**src/rtl/xlr8_tone_gen.sv**
```systemverilog
// Multi-channel square-wave tone generator on the AVR data-memory register bus.
// Each channel toggles its speaker pin every `div` timing ticks. A channel runs
// for a fixed number of periods, or until it is stopped when the duration is 0.
// A shared prescaler divides clken-qualified clocks down to timing ticks.
module xlr8_tone_gen #(
  parameter logic [7:0] CTRL_ADDR = 8'h00,
  parameter logic [7:0] SEL_ADDR  = 8'h00,
  parameter logic [7:0] DIVL_ADDR = 8'h00,
  parameter logic [7:0] DIVH_ADDR = 8'h00,
  parameter logic [7:0] DUR_ADDR  = 8'h00,
  parameter logic [7:0] STAT_ADDR = 8'h00,
  parameter int         NUM_CH    = 4,
  parameter int         PRESCALE  = 16
) (
  input  logic              clk,
  input  logic              rstn,
  input  logic              clken,
  input  logic [7:0]        dbus_in,
  output logic [7:0]        dbus_out,
  output logic              io_out_en,
  input  logic [7:0]        ramadr,
  input  logic              ramre,
  input  logic              ramwe,
  input  logic              dm_sel,
  output logic [NUM_CH-1:0] spk_out
);

  localparam int              PS_W    = (PRESCALE > 1) ? $clog2(PRESCALE) : 1;
  localparam logic [PS_W-1:0] PS_LAST = PS_W'(PRESCALE - 1);

  // Programming-model registers
  logic              r_gen_en;
  logic [7:0]        r_sel;
  logic [7:0]        r_divl;
  logic [PS_W-1:0]   r_ps;

  // Per-channel state
  logic [15:0]       r_div  [NUM_CH];
  logic [15:0]       r_hcnt [NUM_CH];
  logic [7:0]        r_rem  [NUM_CH];
  logic [NUM_CH-1:0] r_run;
  logic [NUM_CH-1:0] r_spk;

  // Bus decode
  logic        w_wr;
  logic        w_rd;
  logic        w_wr_ctrl;
  logic        w_wr_sel;
  logic        w_wr_divl;
  logic        w_wr_divh;
  logic        w_wr_dur;
  logic        w_gen_nxt;
  logic        w_stop_sel;
  logic [15:0] w_div_new;
  logic        w_tick;

  assign w_wr       = clken && ramwe && dm_sel;
  assign w_rd       = dm_sel && ramre;
  assign w_wr_ctrl  = w_wr && (ramadr == CTRL_ADDR);
  assign w_wr_sel   = w_wr && (ramadr == SEL_ADDR);
  assign w_wr_divl  = w_wr && (ramadr == DIVL_ADDR);
  assign w_wr_divh  = w_wr && (ramadr == DIVH_ADDR);
  assign w_wr_dur   = w_wr && (ramadr == DUR_ADDR);
  // GEN_EN as it will be after this edge; clearing it idles channels on the same edge
  assign w_gen_nxt  = w_wr_ctrl ? dbus_in[0] : r_gen_en;
  assign w_stop_sel = w_wr_ctrl && dbus_in[1];
  assign w_div_new  = {dbus_in, r_divl};
  assign w_tick     = r_gen_en && clken && (r_ps == PS_LAST);

  // Per-channel next-state qualifiers. Selection by equality with the channel
  // index means an out-of-range SEL never matches, so such writes fall away.
  logic [NUM_CH-1:0] w_kill;
  logic [NUM_CH-1:0] w_start;
  logic [NUM_CH-1:0] w_cmp;

  // Decode stop/start/compare conditions for each channel
  always_comb begin
    w_kill  = '0;
    w_start = '0;
    w_cmp   = '0;
    for (int i = 0; i < NUM_CH; i++) begin
      w_kill[i]  = !w_gen_nxt
                || (w_stop_sel && (r_sel == 8'(i)))
                || (w_wr_divh && (r_sel == 8'(i)) && (w_div_new == 16'd0));
      w_start[i] = w_wr_dur && (r_sel == 8'(i)) && r_gen_en && (r_div[i] != 16'd0);
      // hcnt+1 >= div is hcnt >= div-1 without underflow; >= avoids lockup after a shrink
      w_cmp[i]   = ({1'b0, r_hcnt[i]} + 17'd1) >= {1'b0, r_div[i]};
    end
  end

  // Control registers: CTRL.GEN_EN, SEL and the staged divider low byte
  always_ff @(posedge clk or negedge rstn) begin
    if (!rstn) begin
      r_gen_en <= 1'b0;
      r_sel    <= 8'h00;
      r_divl   <= 8'h00;
    end else begin
      if (w_wr_ctrl) r_gen_en <= dbus_in[0];
      if (w_wr_sel)  r_sel    <= dbus_in;
      if (w_wr_divl) r_divl   <= dbus_in;
    end
  end

  // Global prescaler: free-running while enabled, held at 0 while GEN_EN=0
  always_ff @(posedge clk or negedge rstn) begin
    if (!rstn) begin
      r_ps <= '0;
    end else if (!r_gen_en) begin
      r_ps <= '0;
    end else if (clken) begin
      r_ps <= (r_ps == PS_LAST) ? '0 : r_ps + 1'b1;
    end
  end

  // Divider commit: DIVH write latches {DIVH, staged DIVL} into the selected channel
  always_ff @(posedge clk or negedge rstn) begin
    if (!rstn) begin
      for (int i = 0; i < NUM_CH; i++) r_div[i] <= 16'd0;
    end else begin
      for (int i = 0; i < NUM_CH; i++) begin
        if (w_wr_divh && (r_sel == 8'(i))) r_div[i] <= w_div_new;
      end
    end
  end

  // Channel IDLE/RUN machines: stop beats start, start beats a timing tick
  always_ff @(posedge clk or negedge rstn) begin
    if (!rstn) begin
      r_run <= '0;
      r_spk <= '0;
      for (int i = 0; i < NUM_CH; i++) begin
        r_hcnt[i] <= 16'd0;
        r_rem[i]  <= 8'd0;
      end
    end else begin
      for (int i = 0; i < NUM_CH; i++) begin
        if (w_kill[i]) begin
          r_run[i]  <= 1'b0;
          r_spk[i]  <= 1'b0;
          r_hcnt[i] <= 16'd0;
          r_rem[i]  <= 8'd0;
        end else if (w_start[i]) begin
          r_run[i]  <= 1'b1;
          r_spk[i]  <= 1'b1;
          r_hcnt[i] <= 16'd0;
          r_rem[i]  <= dbus_in;
        end else if (r_run[i] && w_tick) begin
          if (w_cmp[i]) begin
            r_hcnt[i] <= 16'd0;
            r_spk[i]  <= ~r_spk[i];
            // Falling edge closes one period; the last one ends the tone with spk low
            if (r_spk[i] && (r_rem[i] != 8'd0)) begin
              r_rem[i] <= r_rem[i] - 8'd1;
              if (r_rem[i] == 8'd1) r_run[i] <= 1'b0;
            end
          end else begin
            r_hcnt[i] <= r_hcnt[i] + 16'd1;
          end
        end
      end
    end
  end

  // Selected-channel readback values and the running-status vector
  logic [15:0] w_sel_div;
  logic [7:0]  w_sel_rem;
  logic [7:0]  w_stat;

  // Gather per-channel values addressed by SEL; out-of-range SEL leaves them 0
  always_comb begin
    w_sel_div = 16'd0;
    w_sel_rem = 8'd0;
    w_stat    = 8'd0;
    for (int i = 0; i < NUM_CH; i++) begin
      if (r_sel == 8'(i)) begin
        w_sel_div = r_div[i];
        w_sel_rem = r_rem[i];
      end
      w_stat[i] = r_run[i];
    end
  end

  // Combinational read mux; io_out_en flags any read of an owned address
  always_comb begin
    dbus_out  = 8'h00;
    io_out_en = 1'b0;
    if (w_rd) begin
      io_out_en = 1'b1;
      if (ramadr == CTRL_ADDR)      dbus_out = {7'd0, r_gen_en};
      else if (ramadr == SEL_ADDR)  dbus_out = r_sel;
      else if (ramadr == DIVL_ADDR) dbus_out = w_sel_div[7:0];
      else if (ramadr == DIVH_ADDR) dbus_out = w_sel_div[15:8];
      else if (ramadr == DUR_ADDR)  dbus_out = w_sel_rem;
      else if (ramadr == STAT_ADDR) dbus_out = w_stat;
      else                          io_out_en = 1'b0;
    end
  end

  assign spk_out = r_spk;

endmodule

```
**config.mk**
```make
export PLATFORM = sky130hd
export DESIGN_NAME = xlr8_tone_gen
export DESIGN_NICKNAME = d
export VERILOG_FILES = /design/src/rtl/xlr8_tone_gen.sv
export SDC_FILE = /design/constraint.sdc
export NUM_CORES = 1
export LEC_CHECK = 0
export ABC_CLOCK_PERIOD_IN_PS = 4400
export BUFFER_PORTS_ARGS = -buffer_cell sky130_fd_sc_hd__buf_4
export CAP_MARGIN = 30
export CORE_ASPECT_RATIO = 1.2
export CORE_UTILIZATION = 55
export DETAILED_ROUTE_END_ITERATION = 7
export PLACE_DENSITY = 0.72
export SKIP_CTS_REPAIR_TIMING = 1
export SLEW_MARGIN = 30
export SYNTH_ARGS = -nofsm -noshare
export SYNTH_HDL_FRONTEND = slang
export SYNTH_SLANG_ARGS = --single-unit
```
**constraint.sdc**
```tcl
create_clock -name clk -period 4.4 [get_ports clk]
set_clock_uncertainty 0.1 [all_clocks]
set_input_delay 0.44 -clock clk [delete_from_list [all_inputs] [get_ports clk]]
set_output_delay 0.44 -clock clk [all_outputs]
set_load 0.02 [all_outputs]
```
==> results by group <==
Yosys
  – Yosys warning total: 0
  – Gate count after technology mapping: approximately 1200
  – Number of enable-type register cells in the synthesized netlist: 0
  – Fraction of synthesized cell area taken by the top area cell type: 41.7%
  – Top area cells in the synthesized netlist: sky130_fd_sc_hd__dfrtp_1 42%, sky130_fd_sc_hd__ha_1 9.3%, sky130_fd_sc_hd__nand2_1 5.1%
  – Sequential-to-total area share from yosys stat: 41.7%
  – Share of async-settable or async-resettable flops after synthesis: 100%
  – Synth Register Bits: 181
  – Synth top cells by count: 181 x sky130_fd_sc_hd__dfrtp_1, 149 x sky130_fd_sc_hd__nand2_1, 99 x sky130_fd_sc_hd__nor2_1
  – Number of distinct library cells after synthesis: 79
  – Most common flop cell mapped by yosys: sky130_fd_sc_hd__dfrtp_1
  – Most frequent cell after synthesis: sky130_fd_sc_hd__dfrtp_1
  – Avg Inst Size Synth: 9.11 um^2
  – Syn Std Cell Area: 10900 um^2
  – Cell type contributing the most total cell area after synthesis: sky130_fd_sc_hd__dfrtp_1

Critical path
  – Worst reg2reg path endpoint: r_rem[3]
  – Type of origin of the critical path: flop
  – Number of cells on the worst reg-to-reg path: 14
  – Data arrival, critical path: 4.20 ns
  – CP cell instances: ha_1 -> nand3_1 -> or3_1 -> nor2_1 -> and4_1 -> xor2_1 -> ha_1 -> nand3_1 -> or2_2 -> o211ai_1 -> nor2b_1 -> buf_4 -> nand4_1 -> o311a_1
  – Startpoint of the lowest-slack register-to-register path: r_hcnt[0]
  – Largest stage delay, worst path: 0.60 ns
  – Data required time at the worst endpoint: 4.61 ns
  – Flop2flop setup slack: between 0.4 and 0.5 ns
  – Capturing element type of the critical path: flop
  – Top fanout value on the critical path: 10
  – Type of the setup path with the least slack: reg -> reg
  – Critical Path Slowest Stage Cell: sky130_fd_sc_hd__nor2b_1

Clocking
  – Clk_lat worst skew: 0.43 ns
  – Buffer levels on the longest clock path: 2
  – TritonCTS clock tree: yes
  – CTS Buf Count: 17
  – Root Driver: sky130_fd_sc_hd__clkbuf_16
  – Max H-tree Level: 4
  – Clock Sinks: 181
  – Register clock-pin slew on the reported worst setup and hold paths: 0.07 ns

Power and ir drop
  – Part of the total power dissipated in combinational logic: approximately 17%
  – Net switching power: 1180 uW
  – Max VDD drop: 0.278 mV
  – P_int: 3070 uW
  – Tot Pwr: 4250 uW
  – Power share of the sequential group: about 45%
  – Clock group share of total power: 38.5%
  – Power density normalized to cell area: between 300 and 400 nW/um^2
  – Static Leak: 0.00590 uW
  – Fraction of power spent switching nets: between 20% and 30%

Placement
  – Placed cell count: 1445
  – Placed Instance Area: 11300 um^2
  – RePlAce Congestion: 0.844
  – Half-perimeter wire length after detailed placement: 16.9 mm
  – Count of port buffers added during placement: 27

Floorplanning
  – # IOs: 35
  – Vertical die dimension: 156 um
  – Die area: 20300 um^2
  – Core Region: 19100 um^2
  – Placement Rows: 55
  – Die Width: between 100 and 150 um
  – Initial standard-cell utilization of the core: 56.8%

Timing
  – Unrepaired setup endpoints after global routing: false
  – Sum Neg Setup Slack: 0 ns
  – Least-Margin Pin Slew: 0.893 ns
  – Post-route minimum period: ~4.0 ns
  – Number of max-slew violations in the final report: 0
  – Final number of setup-violating endpoints: 0
  – Final worst-path cycle share: 90.7%
  – Hold Violations, Final: 0
  – Worst slew slack as a fraction of its limit: 40.3%
  – Maximum clock rate: 0.250 GHz

Cells and area
  – Post-Layout Inst Area: between 10000 and 15000 um^2
  – Share of post-route cells with drive strength above 1: 8.59%
  – Number of non-filler instances in the completed layout: 1478
  – Fill cell instance count of the final layout: 1632
  – Area delta synth->final: 9.80%
  – Net count, final: 1312
  – Antenna diode instance count: 0
  – Finished Core Util: a little over 60%

Routing
  – 1st-pass router iterations: 5
  – Via density per instance: 5.90
  – Post-detailed-route DRC marker count: 0
  – Vias after detailed routing: 8717
  – DR WL/cell: approximately 16 um
  – Number of DRC violations after detailed-routing iteration 0: 481
  – Post-detailed-route count of antenna-violating nets: 0
  – Wire length reported by the detailed router: ~24 mm

Hold path
  – Worst Hold Class: in -> reg
  – Sink of the worst hold path: r_divl[3]
  – Startpoint of the lowest-slack hold path: dbus_in[3]
  – Worst hold path cell count: 3

GRT
  – Pin count of the biggest net entering global routing: 72
  – Overall overflow remaining after global route: 0
  – Total GRT Usage: about a quarter
  – Vias in the first global route: 8564
  – Wire length of the first global-routing pass: 40.9 mm
  – Number of antenna violations at the first check in global routing: 0

Run status
  – Run status: completed

Run
  – Max cap viols: 0
## worst max-delay path by stage
| stage | start | endpoint | slack (ns) |
|---|---|---|---|
| floorplan | r_hcnt[0] | r_rem[4] | 0.84 |
| global placement | r_hcnt[0] | r_rem[2] | 0.55 |
| detailed placement | r_hcnt[0] | r_rem[3] | 0.46 |
| CTS | r_hcnt[0] | r_rem[3] | 0.44 |
| global route | r_hcnt[16] | r_rem[13] | 0.01 |
| finish | r_hcnt[0] | r_rem[3] | 0.41 |
## cells by family after synthesis
group / Yosys count / share of synthesized area (%)
AOI/OAI and AO/OA: 248 / 16.2
and+or+nand+nor: 470 / 21.9
muxes: 5 / 0.506
DFF: 181 / 41.7
xor gates and xnor gates: 59 / 4.75
buffers and inverters: 148 / 5.59
other: 1 / 0.0345
adders and majority gates: 81 / 9.32
## per-stage QoR
step,setup slack (ns),hold WS (ns)
after floorplan,0.844,0.0444
after global placement,0.546,0.351
after detailed placement,0.463,0.359
after CTS,0.444,-0.0625
after global routing,0.0104,0.232
final,0.408,0.241
## sequential cells by signal, summed over array words and instances, names as in the netlist
register / flops
r_div: 64
spk_out: 4
r_hcnt: 64
r_run: 4
r_divl: 8
r_rem: 32
r_gen_en: 1
r_ps: 4
## critical path, delay by kind of cell (launching register included)
family	cells	cell delay, ns
buffers and inverters	1	0.27
flip-flops	1	0.40
XOR/XNOR	1	0.09
AND/OR/NAND/NOR	8	2.02
adder cells (fa/ha/maj)	2	0.51
AO/OA/AOI/OAI	2	0.46
## layout by cell type, fill, tap and decap left out, types with 17 or more instances in the layout
| cell | instances |
|---|---|
| sky130_fd_sc_hd__clkbuf_16 | 17 |
| sky130_fd_sc_hd__inv_1 | 96 |
| sky130_fd_sc_hd__nand2_1 | 149 |
| sky130_fd_sc_hd__nand4_1 | 42 |
| sky130_fd_sc_hd__a21oi_1 | 39 |
| sky130_fd_sc_hd__nor3_1 | 20 |
| sky130_fd_sc_hd__dfrtp_1 | 181 |
| sky130_fd_sc_hd__nor2_1 | 98 |
| sky130_fd_sc_hd__nand2b_1 | 17 |
| sky130_fd_sc_hd__buf_4 | 38 |
| sky130_fd_sc_hd__nor4_1 | 25 |
| sky130_fd_sc_hd__xnor2_1 | 35 |
| sky130_fd_sc_hd__o21ai_0 | 78 |
| sky130_fd_sc_hd__xor2_1 | 24 |
| sky130_fd_sc_hd__a22o_1 | 28 |
| sky130_fd_sc_hd__ha_1 | 81 |
| sky130_fd_sc_hd__nand3_1 | 34 |
## power by group through the flow
stage,clock (uW),sequential (uW),combinational [uW]
finish,1640,1910,704
global route,1730,1930,815
CTS,1660,1910,707
detailed placement,0,1940,701
global placement,0,1930,685
floorplan,0,1930,491
## metal layers
| metal | track usage [%] | vias up | routed length [um] |
|---|---|---|---|
| met5 | 0 | - | 0 |
| met1 | 32.5 | 4234 | 10800 |
| met2 | 44.4 | 175 | 12100 |
| li1 | - | 4266 | - |
| met3 | 3.36 | 42 | 760 |
| met4 | 9.14 | 0 | 551 |
## area by class of cell
cell class | count | area [um^2] | share of cell area, %
clock buffers | 20 | 457 | 3.83
clock inverters | 12 | 176 | 1.48
inverters | 98 | 368 | 3.08
multi-input cells | 870 | 5760 | 48.2
flip-flops and latches | 181 | 4530 | 37.9
well taps | 256 | 320 | 2.68
repair buffers | 41 | 327 | 2.74
Power figures use the tool's default switching activity.
